`config.mk`:
```
export PLATFORM = sky130hd
export DESIGN_NAME = mips_multicycle_ctrl
export DESIGN_NICKNAME = d
export VERILOG_FILES = /design/src/rtl/mips_ctrl_pkg.sv /design/src/rtl/mips_alu_ctrl_decode.sv /design/src/rtl/mips_multicycle_ctrl.sv
export SDC_FILE = /design/constraint.sdc
export NUM_CORES = 1
export LEC_CHECK = 0
export ABC_AREA = 1
export CORE_MARGIN = 2
export CORE_UTILIZATION = 46
export CTS_CLUSTER_DIAMETER = 60
export DETAILED_ROUTE_END_ITERATION = 10
export PLACE_DENSITY = 0.94
export SYNTH_ARGS = -nofsm -noshare
export SYNTH_HDL_FRONTEND = slang
export SYNTH_HIERARCHICAL = 1
export SYNTH_SLANG_ARGS = --single-unit
```
`constraint.sdc`:
```
create_clock -name clk -period 2.1 [get_ports clk]
set_input_delay 0.525 -clock clk [delete_from_list [all_inputs] [get_ports clk]]
set_output_delay 0.525 -clock clk [all_outputs]
set_load 0.01 [all_outputs]
```
`src/rtl/mips_ctrl_pkg.sv`:
```
// Shared types and encodings for the MIPS multicycle control unit.
package mips_ctrl_pkg;

  // Control FSM states; the encoding is also exported on state_o for debug.
  typedef enum logic [3:0] {
    S_IDLE     = 4'd0,
    S_FETCH    = 4'd1,
    S_DECODE   = 4'd2,
    S_EXEC_R   = 4'd3,
    S_EXEC_I   = 4'd4,
    S_MEM_ADDR = 4'd5,
    S_MEM_RD   = 4'd6,
    S_MEM_WR   = 4'd7,
    S_WB_R     = 4'd8,
    S_WB_I     = 4'd9,
    S_WB_MEM   = 4'd10,
    S_BRANCH   = 4'd11,
    S_JUMP     = 4'd12,
    S_EXCEPT   = 4'd13
  } state_e;

  // Opcodes (IR[31:26]) understood by the controller.
  localparam logic [5:0] OP_R        = 6'b000000;
  localparam logic [5:0] OP_SPECIAL2 = 6'b011100;
  localparam logic [5:0] OP_ADDI     = 6'b001000;
  localparam logic [5:0] OP_ADDIU    = 6'b001001;
  localparam logic [5:0] OP_LW       = 6'b100011;
  localparam logic [5:0] OP_SW       = 6'b101011;
  localparam logic [5:0] OP_BEQ      = 6'b000100;
  localparam logic [5:0] OP_BNE      = 6'b000101;
  localparam logic [5:0] OP_J        = 6'b000010;

  // SPECIAL2 function codes that are implemented (count leading zeros/ones).
  localparam logic [5:0] FN_CLZ = 6'b100000;
  localparam logic [5:0] FN_CLO = 6'b100001;

  // ALU operation classes.
  localparam logic [2:0] ALU_ARITH = 3'b000;
  localparam logic [2:0] ALU_EQ    = 3'b001;
  localparam logic [2:0] ALU_LT    = 3'b010;
  localparam logic [2:0] ALU_GT    = 3'b011;
  localparam logic [2:0] ALU_CNT   = 3'b100;
  localparam logic [2:0] ALU_ADDI  = 3'b101;

  // ALU operand B select.
  localparam logic [1:0] SRCB_REG     = 2'b00;
  localparam logic [1:0] SRCB_FOUR    = 2'b01;
  localparam logic [1:0] SRCB_IMM     = 2'b10;
  localparam logic [1:0] SRCB_IMM_SH2 = 2'b11;

  // PC source select.
  localparam logic [1:0] PCSRC_ALU    = 2'b00;
  localparam logic [1:0] PCSRC_ALUOUT = 2'b01;
  localparam logic [1:0] PCSRC_JUMP   = 2'b10;
  localparam logic [1:0] PCSRC_EXC    = 2'b11;

  // States in which the controller is waiting on the memory handshake.
  function automatic logic is_mem_state(input state_e s);
    return (s == S_FETCH) || (s == S_MEM_RD) || (s == S_MEM_WR);
  endfunction

endpackage

```
`src/rtl/mips_alu_ctrl_decode.sv`:
```
// Combinational ALU control: maps the FSM state and instruction fields
// onto the alu_code / alu_funct pair the ALU consumes.
import mips_ctrl_pkg::*;

module mips_alu_ctrl_decode (
  input  state_e      state_i,
  input  logic [5:0]  opcode_i,
  input  logic [5:0]  funct_i,
  output logic [2:0]  alu_code_o,
  output logic [5:0]  alu_funct_o
);

  // Select the ALU operation class for the current state.
  always_comb begin
    alu_code_o  = ALU_ARITH;
    alu_funct_o = 6'b000000;
    case (state_i)
      S_FETCH, S_DECODE, S_EXEC_I, S_MEM_ADDR: begin
        // PC+4, branch target and base+offset are all plain adds.
        alu_code_o = ALU_ADDI;
      end
      S_EXEC_R: begin
        alu_funct_o = funct_i;
        if (opcode_i == OP_SPECIAL2) begin
          alu_code_o = ALU_CNT;
        end else begin
          alu_code_o = ALU_ARITH;
        end
      end
      S_BRANCH: begin
        alu_code_o = ALU_EQ;
      end
      default: begin
        alu_code_o  = ALU_ARITH;
        alu_funct_o = 6'b000000;
      end
    endcase
  end

endmodule

```
`src/rtl/mips_multicycle_ctrl.sv`:
```
// Multicycle MIPS control FSM: sequences fetch/decode/execute/memory/
// write-back, drives datapath enables and mux selects, and watches the
// memory handshake for stalls that run too long.
import mips_ctrl_pkg::*;

module mips_multicycle_ctrl #(
  parameter int MEM_WAIT_MAX = 15
) (
  input  logic        clk,
  input  logic        rst_n,
  input  logic [5:0]  opcode,
  input  logic [5:0]  funct,
  input  logic        alu_result_bit0,
  input  logic        mem_ready,
  output logic [2:0]  alu_code,
  output logic [5:0]  alu_funct,
  output logic        alu_src_a,
  output logic [1:0]  alu_src_b,
  output logic [1:0]  pc_source,
  output logic        pc_write,
  output logic        ir_write,
  output logic        mem_read,
  output logic        mem_write,
  output logic        iord,
  output logic        reg_write,
  output logic        reg_dst,
  output logic        mem_to_reg,
  output logic        illegal_op,
  output logic        mem_timeout,
  output logic [3:0]  state_o
);

  // Counter must be able to hold MEM_WAIT_MAX+1, the first "exceeded" value.
  localparam int             CNT_W     = $clog2(MEM_WAIT_MAX + 2);
  localparam logic [CNT_W-1:0] CNT_LIMIT = CNT_W'(MEM_WAIT_MAX);
  localparam logic [CNT_W-1:0] CNT_SAT   = CNT_W'(MEM_WAIT_MAX + 1);

  state_e            state_q, state_d;
  logic [CNT_W-1:0]  wait_cnt_q, wait_cnt_d;
  logic              mem_timeout_q, mem_timeout_d;

  // State, watchdog counter and sticky timeout flag.
  always_ff @(posedge clk or negedge rst_n) begin
    if (!rst_n) begin
      state_q       <= S_IDLE;
      wait_cnt_q    <= {CNT_W{1'b0}};
      mem_timeout_q <= 1'b0;
    end else begin
      state_q       <= state_d;
      wait_cnt_q    <= wait_cnt_d;
      mem_timeout_q <= mem_timeout_d;
    end
  end

  // Next-state logic; opcode/funct stay stable from DECODE to write-back.
  always_comb begin
    state_d = state_q;
    case (state_q)
      S_IDLE:   state_d = S_FETCH;
      S_FETCH: begin
        if (mem_ready) state_d = S_DECODE;
        else           state_d = S_FETCH;
      end
      S_DECODE: begin
        case (opcode)
          OP_R:              state_d = S_EXEC_R;
          OP_SPECIAL2: begin
            if ((funct == FN_CLZ) || (funct == FN_CLO)) state_d = S_EXEC_R;
            else                                         state_d = S_EXCEPT;
          end
          OP_ADDI, OP_ADDIU: state_d = S_EXEC_I;
          OP_LW, OP_SW:      state_d = S_MEM_ADDR;
          OP_BEQ, OP_BNE:    state_d = S_BRANCH;
          OP_J:              state_d = S_JUMP;
          default:           state_d = S_EXCEPT;
        endcase
      end
      S_EXEC_R:   state_d = S_WB_R;
      S_EXEC_I:   state_d = S_WB_I;
      S_MEM_ADDR: begin
        if (opcode == OP_LW) state_d = S_MEM_RD;
        else                 state_d = S_MEM_WR;
      end
      S_MEM_RD: begin
        if (mem_ready) state_d = S_WB_MEM;
        else           state_d = S_MEM_RD;
      end
      S_MEM_WR: begin
        if (mem_ready) state_d = S_FETCH;
        else           state_d = S_MEM_WR;
      end
      S_WB_R, S_WB_I, S_WB_MEM, S_BRANCH, S_JUMP, S_EXCEPT: state_d = S_FETCH;
      default:    state_d = S_IDLE;
    endcase
  end

  // Watchdog: count consecutive stalled memory cycles, flag once past the limit.
  always_comb begin
    wait_cnt_d    = wait_cnt_q;
    mem_timeout_d = mem_timeout_q;
    if (is_mem_state(state_q) && !mem_ready) begin
      if (wait_cnt_q != CNT_SAT) wait_cnt_d = wait_cnt_q + CNT_W'(1);
      else                       wait_cnt_d = wait_cnt_q;
      if (wait_cnt_q >= CNT_LIMIT) mem_timeout_d = 1'b1;
      else                         mem_timeout_d = mem_timeout_q;
    end else begin
      wait_cnt_d = {CNT_W{1'b0}};
    end
  end

  // Datapath controls decoded from the state register (Mealy only on
  // pc_write/ir_write in FETCH and pc_write in BRANCH).
  always_comb begin
    alu_src_a  = 1'b0;
    alu_src_b  = SRCB_REG;
    pc_source  = PCSRC_ALU;
    pc_write   = 1'b0;
    ir_write   = 1'b0;
    mem_read   = 1'b0;
    mem_write  = 1'b0;
    iord       = 1'b0;
    reg_write  = 1'b0;
    reg_dst    = 1'b0;
    mem_to_reg = 1'b0;
    illegal_op = 1'b0;
    case (state_q)
      S_FETCH: begin
        mem_read  = 1'b1;
        alu_src_b = SRCB_FOUR;
        ir_write  = mem_ready;
        pc_write  = mem_ready;
      end
      S_DECODE: begin
        alu_src_b = SRCB_IMM_SH2;
      end
      S_EXEC_R: begin
        alu_src_a = 1'b1;
      end
      S_EXEC_I, S_MEM_ADDR: begin
        // rs + sign-extended immediate
        alu_src_a = 1'b1;
        alu_src_b = SRCB_IMM;
      end
      S_MEM_RD: begin
        iord     = 1'b1;
        mem_read = 1'b1;
      end
      S_MEM_WR: begin
        iord      = 1'b1;
        mem_write = 1'b1;
      end
      S_WB_R: begin
        reg_write = 1'b1;
        reg_dst   = 1'b1;
      end
      S_WB_I: begin
        reg_write = 1'b1;
      end
      S_WB_MEM: begin
        reg_write  = 1'b1;
        mem_to_reg = 1'b1;
      end
      S_BRANCH: begin
        // ALU equality compare lands in bit 0; zero flag is not trustworthy here.
        alu_src_a = 1'b1;
        pc_source = PCSRC_ALUOUT;
        if (opcode == OP_BNE) pc_write = !alu_result_bit0;
        else                  pc_write = alu_result_bit0;
      end
      S_JUMP: begin
        pc_write  = 1'b1;
        pc_source = PCSRC_JUMP;
      end
      S_EXCEPT: begin
        illegal_op = 1'b1;
        pc_write   = 1'b1;
        pc_source  = PCSRC_EXC;
      end
      default: begin
        pc_write = 1'b0;
      end
    endcase
  end

  mips_alu_ctrl_decode u_alu_dec (
    .state_i     (state_q),
    .opcode_i    (opcode),
    .funct_i     (funct),
    .alu_code_o  (alu_code),
    .alu_funct_o (alu_funct)
  );

  assign mem_timeout = mem_timeout_q;
  assign state_o     = state_q;

endmodule

```
==> summary.md <==
| Metric | Value |
|---|---|
| Metal2 WL | `1710 um` |
| TNS Setup | `0 ns` |
| Die width | `51.5 um` |
| Yosys Warn Count | `6` |
| Startpoint Class | `input pin` |
| Antenna cell count | `0` |
| HP Class | `reg2reg` |
| WL/cell | `12.7 um` |
| Die area | `2650 um^2` |
| Via Count | `1441` |
| Hold buffers post-CTS | `0` |
| VDD IR max | `860 uV` |
| I/O Buffers | `42` |
| Final setup violation count | `0` |
| Final hold violations | `0` |
| Worst Path Required | `1.57 ns` |
| RSZ-0062 raised after global routing | `true` |
| Clk_lat worst skew | `0.28 ns` |
| Clock power share | `0.093` |
| F_max | `489 MHz` |
| CTS max path bufs | `2` |
| Num CTS Buffers | `3` |
| Sequential element share of the synthesized area | `0.241` |
| HPWL after detailed placement | `2430 um` |
| Netlist Area Pre-Place | `1040 um^2` |
| Starting Density | `0.478` |
| RD Place Congestion | `0.898` |
| CTS Sinks | `10` |
| Highest fanout seen on the critical path | `2` |
| Cells after synthesis | `176` |
| Number of routed nets with antenna violations | `0` |
| H-tree lvl count | `1` |
| Max Cap Viol | `0` |
| Worst path most repeated cell | `nand3_1` |
| P&R area growth vs syn | `68.3%` |
| Commonest non-fill, non-tap cell in the layout | `nand2_1` |
| # rows | `17` |
| Metal3 WL | `355 um` |
| Slowest cell delay on critical path | `0.49 ns` |
| Die Y | `51.5 um` |
| Layout Nets | `275` |
| Fin. max-slew vios | `0` |
| Wl on met1 | `1400 um` |
| Power share of the sequential group | `0.163` |
| Clock transition at path regs | `0.06 ns` |
| Post-Route WL | `3590 um` |
| Design Power | `1.92 mW` |
| Drt via density | `5.09` |
| Most frequent cells in the layout | `nand2_1 (35), nor2_1 (34), buf_4 (34)` |
| Ports | `44` |
| First-pass GRT wire length | `5400 um` |
| Switching part of the total | `0.464` |
| Highest routed layer | `met4` |
| DP Worst Slack | `-0.482 ns` |
| Final Cycle Share | `0.974` |
| Mean Syn Cell Area | `5.89 um^2` |
| Worst Path Arrival | `1.52 ns` |
| Initial DRC count | `59` |
| Fillers | `137` |
| Gate power share | `0.744` |
| Status | `finished, final reports clean` |
| Critical path cell sequence | `clkdlybuf4s50_1 -> nor2_2 -> a31o_2 -> nand3_1 -> nand3_1 -> buf_2` |
| GR Overflow Total | `0` |
| CP max stage cell | `clkdlybuf4s50_1` |
| Final critical-path required period | `2.05 ns` |
| Clock root buffer | `clkbuf_4` |
| Leak | `0.978 nW` |
| Antenna violations before repair | `0` |
| CORE AREA | `2170 um^2` |
| Final Util | `0.804` |
| Share of cells above drive strength 1 | `0.314` |
| DRT Pass-1 Iters | `4` |
| Power per cell area | `1100 nW/um^2` |
| Kind of critical path | `in2out` |
| Synth cell types | `28` |
| Net switching power | `891 uW` |
| Int Pwr | `1.03 mW` |
| Global Route Usage Sum | `0.272` |
| CTS tree | `yes` |
| Hold slack | `0.476 ns` |
| Flop and latch count out of synthesis | `10` |
| Vias in the first global route | `1316` |
| Final Skew | `0.00907 ns` |
| Net Count, Synth | `195` |
| Setup ws final | `0.0539 ns` |
| Residual DRC | `0` |
| Largest net degree at the start of global routing | `11` |
| CP Capture Type | `output port` |
-- repair_timing --
action | 4_1_cts | 5_1_grt
gates resized for setup | 43 | 29
endpoints found under the setup margin | 22 | 16
setup buffers | 6 | 3
pin swaps | 1 | 3
-- registers in the layout (all words and copies together), names as in the netlist --
signal,count
state_o,4
wait_cnt_q,5
mem_timeout,1
-- cells by family (layout without fill, tap and decap cells) --
logic type                 count (synthesis)  count (layout)  share of synthesized area
other                                      1               1                    0.00362
and+or+nand+nor                          102             102                      0.429
adders and majority gates                  3               3                     0.0362
DFF                                       10              10                      0.241
buffers and inverters                     39             118                      0.154
xor gates and xnor gates                   1               1                    0.00845
AOI/OAI and AO/OA                         20              20                      0.127
-- critical path: cells and delay by family --
family | cells | cell delay, ns
buffers and inverters | 2 | 0.63
AND/OR/NAND/NOR | 3 | 0.17
AO/OA/AOI/OAI | 1 | 0.19
-- path summary, 6_finish.rpt --
check / startpoint / to / slack, ns / cells after the start
hold / removal: mem_timeout / mem_timeout / 0.48 / 1
max in group asynchronous: rst_n / state_o[1] / 1.20 / 1
hold reg to reg: mem_timeout / mem_timeout / 0.48 / 1
setup / recovery: opcode[1] / pc_write / 0.05 / 6
setup reg to reg: state_o[0] / wait_cnt_q[4] / 0.60 / 9
min in group asynchronous: rst_n / wait_cnt_q[3] / 0.56 / 1
-- power by group through the flow --
stage / clock, mW / combinational [mW] / sequential [mW]
3_5_place_dp: 0 / 1.32 / 0.329
2_1_floorplan: 0 / 0.587 / 0.322
3_3_place_gp: 0 / 1.29 / 0.325
4_1_cts: 0.180 / 1.34 / 0.303
5_1_grt: 0.189 / 1.55 / 0.317
6_report: 0.178 / 1.43 / 0.313
-- metal layers --
layer,vias up,GRT usage
li1,706,-
met1,638,0.313
met4,0,0.110
met3,18,0.0789
met5,-,0
met2,79,0.468
-- cell usage after synthesis, drive strengths merged --
library cell / instances / area share
ha: 3 / 0.036
inv: 37 / 0.14
nand3: 16 / 0.077
nor3: 4 / 0.024
o21a: 1 / 0.0072
nand4: 3 / 0.018
a31o: 1 / 0.0084
a21oi: 5 / 0.031
o21bai: 1 / 0.011
o21ai: 9 / 0.051
dfrtp: 10 / 0.24
xor2: 1 / 0.0084
a31oi: 1 / 0.0060
buf: 2 / 0.018
nor2: 39 / 0.15
nand2: 40 / 0.16
o22ai: 2 / 0.012
conb: 1 / 0.0036
-- stage by stage --
stage               cells  cell area [um^2]
floorplan             176              1040
global placement      271              1680
detailed placement    271              1680
CTS                   281              1730
global route          283              1750
finish                283              1750
-- cell type report --
| type | count | area, um^2 | area share |
|---|---|---|---|
| tap | 28 | 35.0 | 0.0201 |
| clock buffer | 4 | 36.3 | 0.0208 |
| sequential | 10 | 254 | 0.146 |
| timing repair buffer | 77 | 617 | 0.353 |
| multi-input combinational | 127 | 659 | 0.378 |
| inverter | 37 | 144 | 0.0824 |
Power figures use the tool's default switching activity.
==> RTL edit 1: new RTL, same settings <==
`MEM_WAIT_MAX`: 15 -> 16.
--- a/src/rtl/mips_multicycle_ctrl.sv
+++ b/src/rtl/mips_multicycle_ctrl.sv
@@ -4,7 +4,7 @@
 import mips_ctrl_pkg::*;
 
 module mips_multicycle_ctrl #(
-  parameter int MEM_WAIT_MAX = 15
+  parameter int MEM_WAIT_MAX = 16
 ) (
   input  logic        clk,
   input  logic        rst_n,
Formal check against the unedited RTL: no difference found for any inputs over 10 cycles, from zero or initial values and one cycle with rst_n low; that may be too few to reach the edited logic, so the function may still have changed.
==> RTL edit 1 against the original RTL <==
Count of clock-buffer cells in the layout unchanged; final area down 1.9%; cell count down 2.5%; sequential share of layout area is 0.28 points higher; wire length is 7.7% lower; combinational power is 6% lower; maximum frequency fell by 0.16%; area after synthesis is 0.36% lower; sequential cell count stayed put; setup slack worse by 0.0032 ns; first-iteration DRC count is 22% lower; core utilization fell by 1.5 points; total power down 5.1%; critical path type is now register to output port.
==> RTL edit 1: results (changes against the original RTL) <==
[status]
status=finished clean

[setup_path]
worstSetupStartpoint=state_o[0]$_DFF_PN0_
crit_family=simple AND/OR/NAND/NOR gates
critPathSlowestCell=dfrtp_2
r2r_end=mem_timeout$_DFFE_PN0P_
endpoint=mem_read
critPathMaxFanout=4  ; +2
r2r_start=state_o[2]$_DFF_PN0_
arrival_ns=1.52  ; about the same
reg2reg_depth=12  ; +3
reg2reg_slack_ns=0.39  ; -0.21 ns

[global_route]
grt_pass1_wl_um=5020  ; -6.9%
met3_usage=0.0497  ; -0.0292
met1_usage=0.307  ; -0.00662
grt_usage=0.246  ; -0.0261
use_met2=0.427  ; -0.0406
grt_pass1_vias=1196  ; -9.1%

[finish]
fillerInstances=148  ; +8.0%
drive_gt1_frac=0.274  ; -0.0395
nNetsFinal=267  ; -2.9%
final_cells=276  ; -2.5%

[placement]
dpl.cell_count=264  ; -2.6%
place_ws_ns=-0.657  ; -0.175 ns
dpl.hpwl_um=2310  ; -4.9%
gp_congestion=0.894  ; -0.42%
placed_cell_area_um2=1610  ; -4.1%

[yosys]
synth_common_cells=42 x nand2_1, 36 x nor2_1, 28 x inv_1
yosysSeqAreaShare=0.242  ; +0.000876
avgSynthCellArea_um2=5.81  ; -1.5%
synth_area_leaders=dfrtp_1 24%, nand2_1 15%, nor2_1 13%
synth_fp_nets=196  ; +0.51%

[route]
wl_met1_um=1350  ; -3.9%
met3RoutedLength_um=298  ; -16%
viasPerCell=4.97  ; -2.4%
drt_wl_total_um=3310  ; -7.7%
dr_wl_met2_um=1610  ; -5.9%
drtIter0Drc=46  ; -22%

[power]
power_leakage_uw=0.000956  ; -2.3%
ir_worst_vdd_mv=1.09  ; +27%

[sta]
setup_slack_ns=0.0507  ; -0.00319 ns
clock_skew_ns=0.00703  ; -0.00204 ns
hold-worst-slack_ns=0.474  ; -0.00213 ns

[min_path]
hold_path.class=register to register

-- RTL edit 1: kinds of logic (layout without fill, tap and decap cells) --
logic type      after synthesis  in the layout  synth area share
xor+xnor                      1              1           0.00848
compound gates               13             13            0.0678
flops                        10             10             0.242
other cells                   1              1           0.00363
fa+ha+maj                     2              2            0.0242
simple gates                116            116             0.512
buf+inv                      35            105             0.142
-- RTL edit 1: final cells by class --
cell class,instances,area (um2),area share
clock buffer,4,36.3,0.0212
multi-input combinational,133,669,0.391
inverter,32,123,0.0716
tap,28,35.0,0.0205
timing repair buffer,69,596,0.348
sequential,10,254,0.148
-- RTL edit 1: timing repair --
item	4_1_cts	5_1_grt
hold buffers	0	0
pin swaps	4	4
setup endpoints to repair	22	13
buffers inserted	5	3
cloned	0	0
resized for setup	40	25
-- RTL edit 1: report_power, final --
group          switching (uW)  internal, uW  total (uW)
combinational             692           652        1340
clock                    69.8           105         175
sequential               60.2           244         304
total                     822          1000        1820
==> RTL edit 2: new RTL, same flow settings <==
Without the edit above. Put one more register stage on the output `mem_timeout`, cleared by the reset. The value now appears one clock later. The other outputs are not delayed to match.
--- a/src/rtl/mips_multicycle_ctrl.sv
+++ b/src/rtl/mips_multicycle_ctrl.sv
@@ -190,7 +190,13 @@
     .alu_funct_o (alu_funct)
   );
 
-  assign mem_timeout = mem_timeout_q;
+  always_ff @(posedge clk or negedge rst_n) begin
+    if (!rst_n) begin
+      mem_timeout <= '0;
+    end else begin
+      mem_timeout <= mem_timeout_q;
+    end
+  end
   assign state_o     = state_q;
 
 endmodule
Behaviour: same outputs for any inputs over 10 cycles, from zero or initial values and one cycle with rst_n low; that may be too few to reach the edited logic, so the function may still have changed.
==> RTL edit 2 against the original RTL <==
Total power decreased by 19%; final area down 1.6%; sequential cell count is 1 higher; sequential share of layout area is 1.8 points higher; via count decreased by 0.42%; setup slack worse by 0.037 ns; area after synthesis grew 3.0%; wire length up 2.6%; highest routed layer unchanged; count of clock-buffer cells in the layout is the same.
==> RTL edit 2: results (changes against the original RTL) <==
[status]
status=finished clean

[global_route]
use_met2=0.540  ; +0.0721
grt_pass1_wl_um=5740  ; +6.4%
grt_usage=0.278  ; +0.00605
grt_pass1_vias=1350  ; +2.6%
grt_antenna_before_repair=0  ; unchanged
grt_start_max_net_pins=12  ; +1
met3_usage=0.0543  ; -0.0247
met1_usage=0.288  ; -0.0252

[sta]
clock_skew_ns=0.00135  ; -0.00771 ns
hold-worst-slack_ns=0.377  ; -0.0997 ns

[power]
ir_worst_vdd_mv=0.715  ; -17%
power_leakage_uw=0.000969  ; -0.94%

[min_path]
min_to=mem_timeout$_DFF_PN0_
hold_depth=0  ; -1
hold_start=mem_timeout_q$_DFFE_PN0P_
hold_path.class=register to register

[route]
wl_per_cell_um=13.3  ; +4.9%
viasPerCell=5.18  ; +1.7%
drtIter0Drc=60  ; +1.7%
drtPass1Iterations=5  ; +1

[setup_path]
critPathSlowestCell=clkdlybuf4s50_1
r2r_end=state_o[3]$_DFF_PN0_
r2r_start=state_o[2]$_DFF_PN0_
reg2reg_depth=8  ; -1
crit_family=buffers and inverters
arrival_ns=1.56  ; +0.04 ns
critPathMaxStageDelay_ns=0.48
reg2reg_slack_ns=0.68  ; +0.08 ns

[yosys]
synth_area_leaders=dfrtp_1 26%, nand2_1 13%, inv_1 12%
synth_fp_nets=197  ; +1.0%
yosysSeqAreaShare=0.258  ; +0.0164
synth.distinct_cells=26  ; -7.1%
synth_common_cells=38 x nand2_1, 35 x inv_1, 34 x nor2_1

[clocking]
clockBufferDepth=2  ; unchanged

[finish]
antennaDiodeCount=0  ; unchanged
drive_gt1_frac=0.273  ; -0.0406
nNetsFinal=269  ; -2.2%
largest_reg_flops=5  ; unchanged

[placement]
dpl.hpwl_um=2450  ; +0.60%
gp_congestion=0.882  ; -1.7%

RTL edit 2: cell types whose count changed in the layout (fill, tap and decap cells not counted), sizes merged, moves of 2 or more:
| cell | before | now |
|---|---|---|
| buf | 39 | 28 |
| o21ai | 9 | 6 |
| dlygate4sd2 | 9 | 11 |
| inv | 37 | 39 |
| o21bai | 1 | 3 |
RTL edit 2: cell families (layout without fill, tap and decap cells):
family,after synthesis,in the layout,synth area share
DFF,11,11,0.258
adders and majority gates,3,3,0.0351
xor gates and xnor gates,1,1,0.00820
other,1,1,0.00351
AOI/OAI and AO/OA,18,18,0.111
and+or+nand+nor,103,103,0.430
buffers and inverters,41,112,0.155
RTL edit 2: layout make-up:
cell class | count | area (um2)
Timing Repair Buffer | 69 | 564
Inverter | 39 | 146
Multi-Input combinational cell | 126 | 666
Fill cell | 155 | 494
Tap cell | 28 | 35.0
Sequential cell | 11 | 280
Clock buffer | 4 | 26.3
RTL edit 2: worst register-to-register path: stages, from the launching register on:
cell     delay, ns
dfrtp_2       0.45
buf_4         0.17
nand2_4       0.09
nor2_2        0.06
buf_4         0.14
nand2_1       0.07
o21ai_0       0.08
a31oi_1       0.17
nand2_1       0.08
RTL edit 2: worst max-delay path by stage:
stage / cells past startpoint / slack (ns) / start / to
2_1_floorplan: 4 / 0.36 / state_o[3]$_DFF_PN0_ / pc_source[0]
6_report: 7 / 0.02 / opcode[0] / pc_write
4_1_cts: 7 / -0.17 / opcode[2] / pc_write
3_5_place_dp: 7 / -0.48 / opcode[2] / pc_write
5_1_grt: 7 / -0.05 / opcode[0] / pc_write
3_3_place_gp: 7 / -0.47 / opcode[2] / pc_write
RTL edit 2: power by group:
group,switching [uW],internal [uW]
Clock,68.5,73.6
Sequential,80.6,258
Combinational,571,500
RTL edit 2: stage by stage:
stage | std cells | TNS [ns] | cell area, um2 | setup slack (ns)
6_report | 277 | 0 | 1720 | 0.0171
4_1_cts | 277 | -0.169 | 1710 | -0.169
2_1_floorplan | 178 | 0 | 1070 | 0.357
3_3_place_gp | 266 | -1.60 | 1660 | -0.465
5_1_grt | 277 | -0.0725 | 1720 | -0.0488
3_5_place_dp | 266 | -1.78 | 1660 | -0.483
RTL edit 2: metal layers:
metal | up-vias | part of all wire
li1 | 695 | -
met1 | 649 | 0.37
met2 | 77 | 0.53
met3 | 14 | 0.072
met4 | 0 | 0.025
met5 | - | 0
RTL edit 2: repair_timing:
item                       4_1_cts  5_1_grt
buffers inserted                 7        0
setup endpoints to repair       23       16
pin swaps                        0        1
gates resized for setup         34       32
